$ cat config.mk
export PLATFORM = sky130hd
export DESIGN_NAME = jtpang_ioctl_tx
export DESIGN_NICKNAME = d
export VERILOG_FILES = /design/src/rtl/jtpang_ioctl_tx.sv
export SDC_FILE = /design/constraint.sdc
export NUM_CORES = 1
export LEC_CHECK = 0
export ABC_CLOCK_PERIOD_IN_PS = 2200
export CAP_MARGIN = 20
export CORE_UTILIZATION = 45
export CTS_CLUSTER_DIAMETER = 30
export DETAILED_ROUTE_END_ITERATION = 16
export PLACE_DENSITY = 0.82
export SYNTH_ARGS = -nofsm -noshare
export SYNTH_HDL_FRONTEND = slang
export SYNTH_SLANG_ARGS = --single-unit
$ cat constraint.sdc
create_clock -name clk -period 2.2 [get_ports clk]
set_clock_uncertainty 0.15 [all_clocks]
set_input_delay 0.66 -clock clk [delete_from_list [all_inputs] [get_ports clk]]
set_output_delay 0.66 -clock clk [all_outputs]
set_load 0.05 [all_outputs]
$ cat src/rtl/jtpang_ioctl_tx.sv
// ioctl transmitter for the Pang top: paces loader bytes into ioctl writes
// and streams NVRAM contents back out through ioctl_din during upload.
module jtpang_ioctl_tx #(
    parameter int WR_GAP  = 4,
    parameter int DIN_LAT = 2,
    parameter int NV_AW   = 13
) (
    input  logic             clk,
    input  logic             rst,
    input  logic             start_dl,
    input  logic             start_ul,
    input  logic [24:0]      dl_len,
    input  logic [NV_AW:0]   ul_len,
    input  logic [7:0]       s_data,
    input  logic             s_valid,
    output logic             s_ready,
    output logic [7:0]       u_data,
    output logic             u_valid,
    input  logic             u_ready,
    output logic [24:0]      ioctl_addr,
    output logic [7:0]       ioctl_dout,
    output logic             ioctl_wr,
    output logic             ioctl_ram,
    input  logic [7:0]       ioctl_din,
    output logic             downloading,
    input  logic             dwnld_busy,
    output logic             done
);

    typedef enum logic [3:0] {
        IDLE, DL_WAIT, DL_WR, DL_GAP, DL_FLUSH, UL_ADDR, UL_LAT, UL_OUT, FIN
    } state_t;

    localparam logic [4:0]     GAP_LIM = 5'(WR_GAP);
    localparam logic [2:0]     LAT_LIM = 3'(DIN_LAT);
    localparam logic [NV_AW:0] UL_MAX  = {1'b1, {NV_AW{1'b0}}};

    state_t             state, state_nxt;
    logic [24:0]        rem_cnt;
    logic [3:0]         gap_cnt;
    logic [2:0]         lat_cnt;
    logic [NV_AW:0]     ul_len_c;
    logic [NV_AW-1:0]   ul_addr_nxt;
    logic               gap_done, lat_done, last_byte;

    // WR -> GAP -> WAIT -> WR already spends three cycles, so the gap only
    // has to cover whatever WR_GAP asks for beyond that.
    assign gap_done    = ({1'b0, gap_cnt} + 5'd3) >= GAP_LIM;
    assign lat_done    = lat_cnt >= LAT_LIM;
    assign last_byte   = rem_cnt == 25'd1;
    assign ul_addr_nxt = ioctl_addr[NV_AW-1:0] + NV_AW'(1);
    assign ul_len_c    = (ul_len[NV_AW] && (|ul_len[NV_AW-1:0])) ? UL_MAX : ul_len;

    always_ff @(posedge clk) begin
        if (rst) state <= IDLE;
        else     state <= state_nxt;
    end

    always_comb begin
        state_nxt = state;
        s_ready   = 1'b0;
        ioctl_wr  = 1'b0;
        done      = 1'b0;
        case (state)
            IDLE: begin
                if (start_dl)      state_nxt = (|dl_len) ? DL_WAIT : FIN;
                else if (start_ul) state_nxt = (|ul_len) ? UL_ADDR : FIN;
            end
            DL_WAIT: begin
                s_ready = 1'b1;
                if (s_valid) state_nxt = DL_WR;
            end
            DL_WR: begin
                ioctl_wr  = 1'b1;
                state_nxt = DL_GAP;
            end
            DL_GAP:   if (gap_done) state_nxt = last_byte ? DL_FLUSH : DL_WAIT;
            DL_FLUSH: if (!dwnld_busy) state_nxt = FIN;
            UL_ADDR:  state_nxt = UL_LAT;
            UL_LAT:   if (lat_done) state_nxt = UL_OUT;
            UL_OUT:   if (u_ready) state_nxt = last_byte ? FIN : UL_ADDR;
            FIN: begin
                done      = 1'b1;
                state_nxt = IDLE;
            end
            default:  state_nxt = IDLE;
        endcase
    end

    always_ff @(posedge clk) begin
        if (rst) begin
            rem_cnt     <= '0;
            gap_cnt     <= '0;
            lat_cnt     <= '0;
            ioctl_addr  <= '0;
            ioctl_dout  <= '0;
            ioctl_ram   <= 1'b0;
            downloading <= 1'b0;
            u_data      <= '0;
            u_valid     <= 1'b0;
        end else begin
            case (state)
                IDLE: begin
                    if (start_dl) begin
                        rem_cnt     <= dl_len;
                        ioctl_addr  <= '0;
                        downloading <= |dl_len;
                    end else if (start_ul) begin
                        rem_cnt    <= {{(24-NV_AW){1'b0}}, ul_len_c};
                        ioctl_addr <= '0;
                        ioctl_ram  <= |ul_len;
                    end
                end
                DL_WAIT: if (s_valid) ioctl_dout <= s_data;
                DL_WR:   gap_cnt <= '0;
                DL_GAP: begin
                    if (gap_done) begin
                        ioctl_addr <= ioctl_addr + 25'd1;
                        rem_cnt    <= rem_cnt - 25'd1;
                    end else begin
                        gap_cnt <= gap_cnt + 4'd1;
                    end
                end
                DL_FLUSH: if (!dwnld_busy) downloading <= 1'b0;
                UL_ADDR:  lat_cnt <= 3'd1;
                UL_LAT: begin
                    if (lat_done) begin
                        u_data  <= ioctl_din;
                        u_valid <= 1'b1;
                    end else begin
                        lat_cnt <= lat_cnt + 3'd1;
                    end
                end
                // Upload addresses stay inside the NVRAM window; upper bits held at 0.
                UL_OUT: begin
                    if (u_ready) begin
                        u_valid    <= 1'b0;
                        ioctl_addr <= {{(25-NV_AW){1'b0}}, ul_addr_nxt};
                        rem_cnt    <= rem_cnt - 25'd1;
                        if (last_byte) ioctl_ram <= 1'b0;
                    end
                end
                default: ;
            endcase
        end
    end

endmodule
---- After elaboration in Yosys (flattened, before gate mapping) ----
Index checks and enable logic that the tools add are counted.
operators by class
  add/subtract/negate cells ............... 6
  $mul .................................... 0
  divide/modulo/power cells ............... 0
  order comparisons ....................... 2
  equal/unequal tests ..................... 21
  shifts and indexed selects .............. 0
  muxes and demuxes ....................... 41
  bitwise gates (word level) .............. 0
  reductions and logical operators ........ 20
operators with widths
  kind                     number
  $mux W25                 8
  $pmux W25 S3             2
  $mux W4                  11
  $pmux W4 S8              1
  $add A25 B1 Y25 const B  1
  $eq A25 B1 Y1 const B    1
  $reduce_or A25 Y1        1
  $sub A25 B1 Y25 const B  1
  $ne A2 B2 Y1 const B     11
  $eq A4 B3 Y1 const B     4
  $mux W14                 1
  $reduce_or A14 Y1        1
  $add A13 B1 Y13 const B  1
  $reduce_or A13 Y1        1
  $mux W1                  11
  $reduce_bool A2 Y1       5
  $eq A4 B2 Y1 const B     2
  $pmux W4 S2              1
  $reduce_and A2 Y1        4
  $mux W3                  2
  $pmux W1 S2              3
  $pmux W3 S2              1
  $reduce_and A3 Y1        2
  $reduce_and A6 Y1        1
  other kinds (13)         13
word-level totals
  bits in registers ....................... 80
  latch bits .............................. 0
  bits in writable memories ............... 0
  ROM bits ................................ 0
  input bits .............................. 62
  output and inout port bits .............. 47
  word-level logic and storage cells ...... 100
  memories kept ........................... 0

---- Depth between registers and ports, before layout ----
  depth after elaboration ................. 6
  depth in mapped cells ................... 9
  mapped depth without buffers ............ 7

---- Least setup slack after synthesis ----
No wires, ideal clock.
  kind .................................... register -> output
  from .................................... reg state[0]
  to ...................................... out done
  arrival ................................. 2101 ps
  required time ........................... 1390 ps
  path slack .............................. -711 ps
  cell stages (with the launch flop) ...... 4
  buffers on the path ..................... 2
  path through ............................ dfxtp_1 buf_2 clkbuf_1 nor4_1
on the way
  cells in the longest elaborated chain, start to end .. 2
RTL lines
  item                    line  source
  from (decl)             38    state_t state, state_nxt;
  from (signal assigned)  56    else state <= state_nxt;
  $eq A4 B4 Y1            64    case (state)
  $mux W1                 64
  to (decl)               27    output logic done
Every way passes these cells.

---- Final worst setup path ----
  from .................................... reg gap_cnt[0]
  to ...................................... reg rem_cnt[24]
on the way
  cells in the longest elaborated chain, start to end .. 4
RTL lines
  item                         line  source
  from (decl)                  40    logic [3:0] gap_cnt;
  from (signal assigned)       121   gap_cnt <= gap_cnt + 4'd1;
  $add A4 B2 Y5                48    assign gap_done = ({1'b0, gap_cnt} + 5'd3) >= GAP_LIM;
  $ge A5 B3 Y1                 48
  $ne A2 B2 Y1 (no line)       n/a
  $reduce_and A4 Y1 (no line)  n/a
  to (signal assigned)         105   rem_cnt <= dl_len;
  to (signal assigned)         109   rem_cnt <= {{(24-NV_AW){1'b0}}, ul_len_c};
  to (signal assigned)         119   rem_cnt <= rem_cnt - 25'd1;
  to (decl)                    39    logic [24:0] rem_cnt;
Every way passes these cells.
A chain may end at the register's enable or synchronous reset.

==> impl_metrics.env <==
export IMPL_finalCritPeriodShare=1.124
export IMPL_clk_latency_ns=0.37
export IMPL_synthAdderAreaFrac=0.01613
export IMPL_io_pins=109
export IMPL_ys_warn_count=0
export IMPL_fmax_ghz=0.4044
export IMPL_core_um2=9910
export IMPL_drtAntennaViolNets=0
export IMPL_final_max_slew_viol_count=0
export IMPL_grt_overflow_total=0
export IMPL_avgSynthCellArea_um2=7.968
export IMPL_cp_start_kind="flip-flop"
export IMPL_cts_clk_slew_worst_paths_ns=0.09
export IMPL_tightest_slew_ns=0.9242
export IMPL_die_w_um=103.7
export IMPL_hold_end="rem_cnt[18]"
export IMPL_synth_nets=652
export IMPL_outcome="complete, but fails checks"
export IMPL_dieArea_um2=10750
export IMPL_port_buffers=108
export IMPL_rsz0062_at_grt="true"
export IMPL_synth_area_top_cells="dfxtp_1 (34%), a21oi_1 (5.9%), nor2_1 (4.4%), mux2i_1 (3.9%), or4_1 (3.7%)"
export IMPL_yosys_mux_area_fraction=0.03872
export IMPL_drc=0
export IMPL_ys_async_sr_fraction=0
export IMPL_slew_headroom=0.3816
export IMPL_synthFlopType="dfxtp_1"
export IMPL_grt_pass1_wl_um=27050
export IMPL_maxCapViolCount=0
export IMPL_dpl_hpwl_um=10330
export IMPL_synthDistinctLibCells=55
export IMPL_vias_per_cell=6.477
export IMPL_drt_total_wl_um=19250
export IMPL_yosysSeqAreaShare=0.3442
export IMPL_holdPathStages=2
export IMPL_grt_pass1_vias=5724
export IMPL_critPathArrivalTime_ns=2.58
export IMPL_synth_seq_cells=80
export IMPL_path_class="reg -> reg"
export IMPL_start_util=0.4696
export IMPL_synth_top_family_by_area="simple AND/OR/NAND/NOR gates"
export IMPL_clockBufferDepth=2
export IMPL_cts_made_buffers=9
export IMPL_area_growth_pct=64.75
export IMPL_drive_gt1_frac=0.4069
export IMPL_yosys_area_share_simple=0.2786
export IMPL_die_h_um=103.7
export IMPL_synth_top_area_frac=0.3442
export IMPL_preCtsSetupSlack_ns=-0.7489
export IMPL_tritoncts="done"
export IMPL_synth_compound_area_frac=0.2557
export IMPL_setup_violations=58
export IMPL_power_leakage_uw=0.003028
export IMPL_grt_max_degree=38
export IMPL_fin_setup_tns_ns=-10.64
export IMPL_r2r_cells=12
export IMPL_cp_required_ns=2.31
export IMPL_failed_checks="setup timing"
export IMPL_worstReg2RegEnd="rem_cnt[24]"
export IMPL_r2r_slack_ns=-0.27
export IMPL_period_minus_slack_ns=2.473
export IMPL_regArea_um2=1632
export IMPL_antenna_found_initial=0
export IMPL_rows=36
export IMPL_syn_inst=584
export IMPL_nets=869
export IMPL_multi_input_area_um2=3201
export IMPL_end_kind="flip-flop"
export IMPL_vias=6082
export IMPL_synth_edf_count=0
export IMPL_root_buffer="clkbuf_8"
export IMPL_track_usage=0.3038
export IMPL_cts_num_sinks=80
export IMPL_synth_common_cells="dfxtp_1 (80), a21oi_1 (55), nor2_1 (55), nand2_1 (36), clkbuf_1 (26)"
export IMPL_drt_first_pass_iters=8
export IMPL_syn_cell_area_um2=4653
export IMPL_peakVddDrop_mv=0.7389
export IMPL_yosysMostFrequentCell="dfxtp_1"
export IMPL_antenna_cells=0
export IMPL_hp_class="reg -> reg"
export IMPL_min_delay_start="rem_cnt[18]"
export IMPL_gp_congestion=0.8548
export IMPL_n_fill_cell=607
export IMPL_synth_top_cell_by_area="dfxtp_1"
export IMPL_synth_xor_area_share=0.003764
export IMPL_wl_per_cell_um=20.50
export IMPL_critical_path_max_fanout=7
export IMPL_htree_num_levels=3
export IMPL_r2r_start="gap_cnt[0]"
export IMPL_drt_initial_drc_count=612
export IMPL_power_density_nw_per_um2=1307
export IMPL_power_total_uw=10020
export IMPL_finalHoldViolCount=0
export IMPL_layout_setup_ws_ns=-0.2727
-- routing by layer --
| metal | share of wire | wire, um | global-route usage |
|---|---|---|---|
| met4 | 0.063 | 1220 | 0.1357 |
| met1 | 0.36 | 6845 | 0.3400 |
| met5 | 0 | 0 | 0 |
| met2 | 0.49 | 9384 | 0.5618 |
| met3 | 0.094 | 1801 | 0.05035 |
-- placed cells by master (no fill, tap or decap), drive strengths merged, types with 14 or more instances in the layout --
master	synthesis	routed
mux2i	18	18
nand2	36	36
o21ai	27	27
a31oi	20	20
nand4	14	14
nor3	22	22
nor4	15	15
nand3	18	18
clkdlybuf4s50	0	47
o31ai	20	20
nor2	55	55
or4	23	23
dfxtp	80	80
a21oi	65	65
inv	16	17
buf	20	192
-- what timing repair did --
item,in CTS,in global routing
endpoints found under the hold margin,0,0
hold buffers,0,0
resized for setup,90,58
setup buffers,31,12
cloned,2,4
pin swaps,52,42
endpoints found under the setup margin,57,59
-- cell type report --
class                      count  area share
inverter                      16    0.008324
timing repair buffer         252      0.3080
sequential                    80      0.2128
clock buffer                  10     0.01665
tap                          133     0.02171
clock inverter                 6     0.01502
multi-input combinational    442      0.4175
-- worst max-delay path by stage --
stage,to,startpoint,cells past startpoint
after global placement,rem_cnt[0],ul_len[7],7
after detailed placement,rem_cnt[0],ul_len[7],7
after CTS,ioctl_addr[4],gap_cnt[1],11
final,rem_cnt[24],gap_cnt[0],12
after global routing,rem_cnt[24],gap_cnt[1],12
after floorplan,rem_cnt[1],ul_len[7],6
-- power by group --
group          switching, uW  leakage, uW  internal, uW
sequential               299     0.000659          1690
clock                    612     0.000117           763
combinational           3440      0.00225          3210
-- critical path, cell delays in order (launching register included) --
cell     delay, ns
dfxtp_2       0.34
inv_2         0.05
ha_4          0.15
or4b_4        0.48
a211o_1       0.31
nand4_1       0.13
buf_6         0.12
buf_12        0.11
buf_6         0.10
buf_6         0.10
buf_6         0.12
a21o_1        0.11
a21oi_1       0.08
-- logic make-up after synthesis --
logic type / after synthesis
AO/OA/AOI/OAI: 180
AND/OR/NAND/NOR: 236
buffers and inverters: 62
XOR/XNOR: 2
flip-flops: 80
multiplexers: 18
adder cells (fa/ha/maj): 6
-- sequential cells by signal, summed over array words and instances (netlist names) --
name and count:
ioctl_addr 25, rem_cnt 25, ioctl_dout 8, u_data 8, gap_cnt 4, state 4
lat_cnt 3, downloading 1, ioctl_ram 1, u_valid 1
-- through the flow --
stage | hold slack [ns] | instance area, um^2 | std cells | util
2_1_floorplan | 0.2934 | 4783 | 584 | -
3_3_place_gp | 0.3054 | 6477 | 876 | 0.6537
3_5_place_dp | 0.3226 | 6477 | 876 | 0.6537
4_1_cts | 0.3265 | 7268 | 925 | 0.7335
5_1_grt | 0.3421 | 7666 | 939 | 0.7736
6_report | 0.3275 | 7666 | 939 | 0.7736
Power figures use the tool's default switching activity.
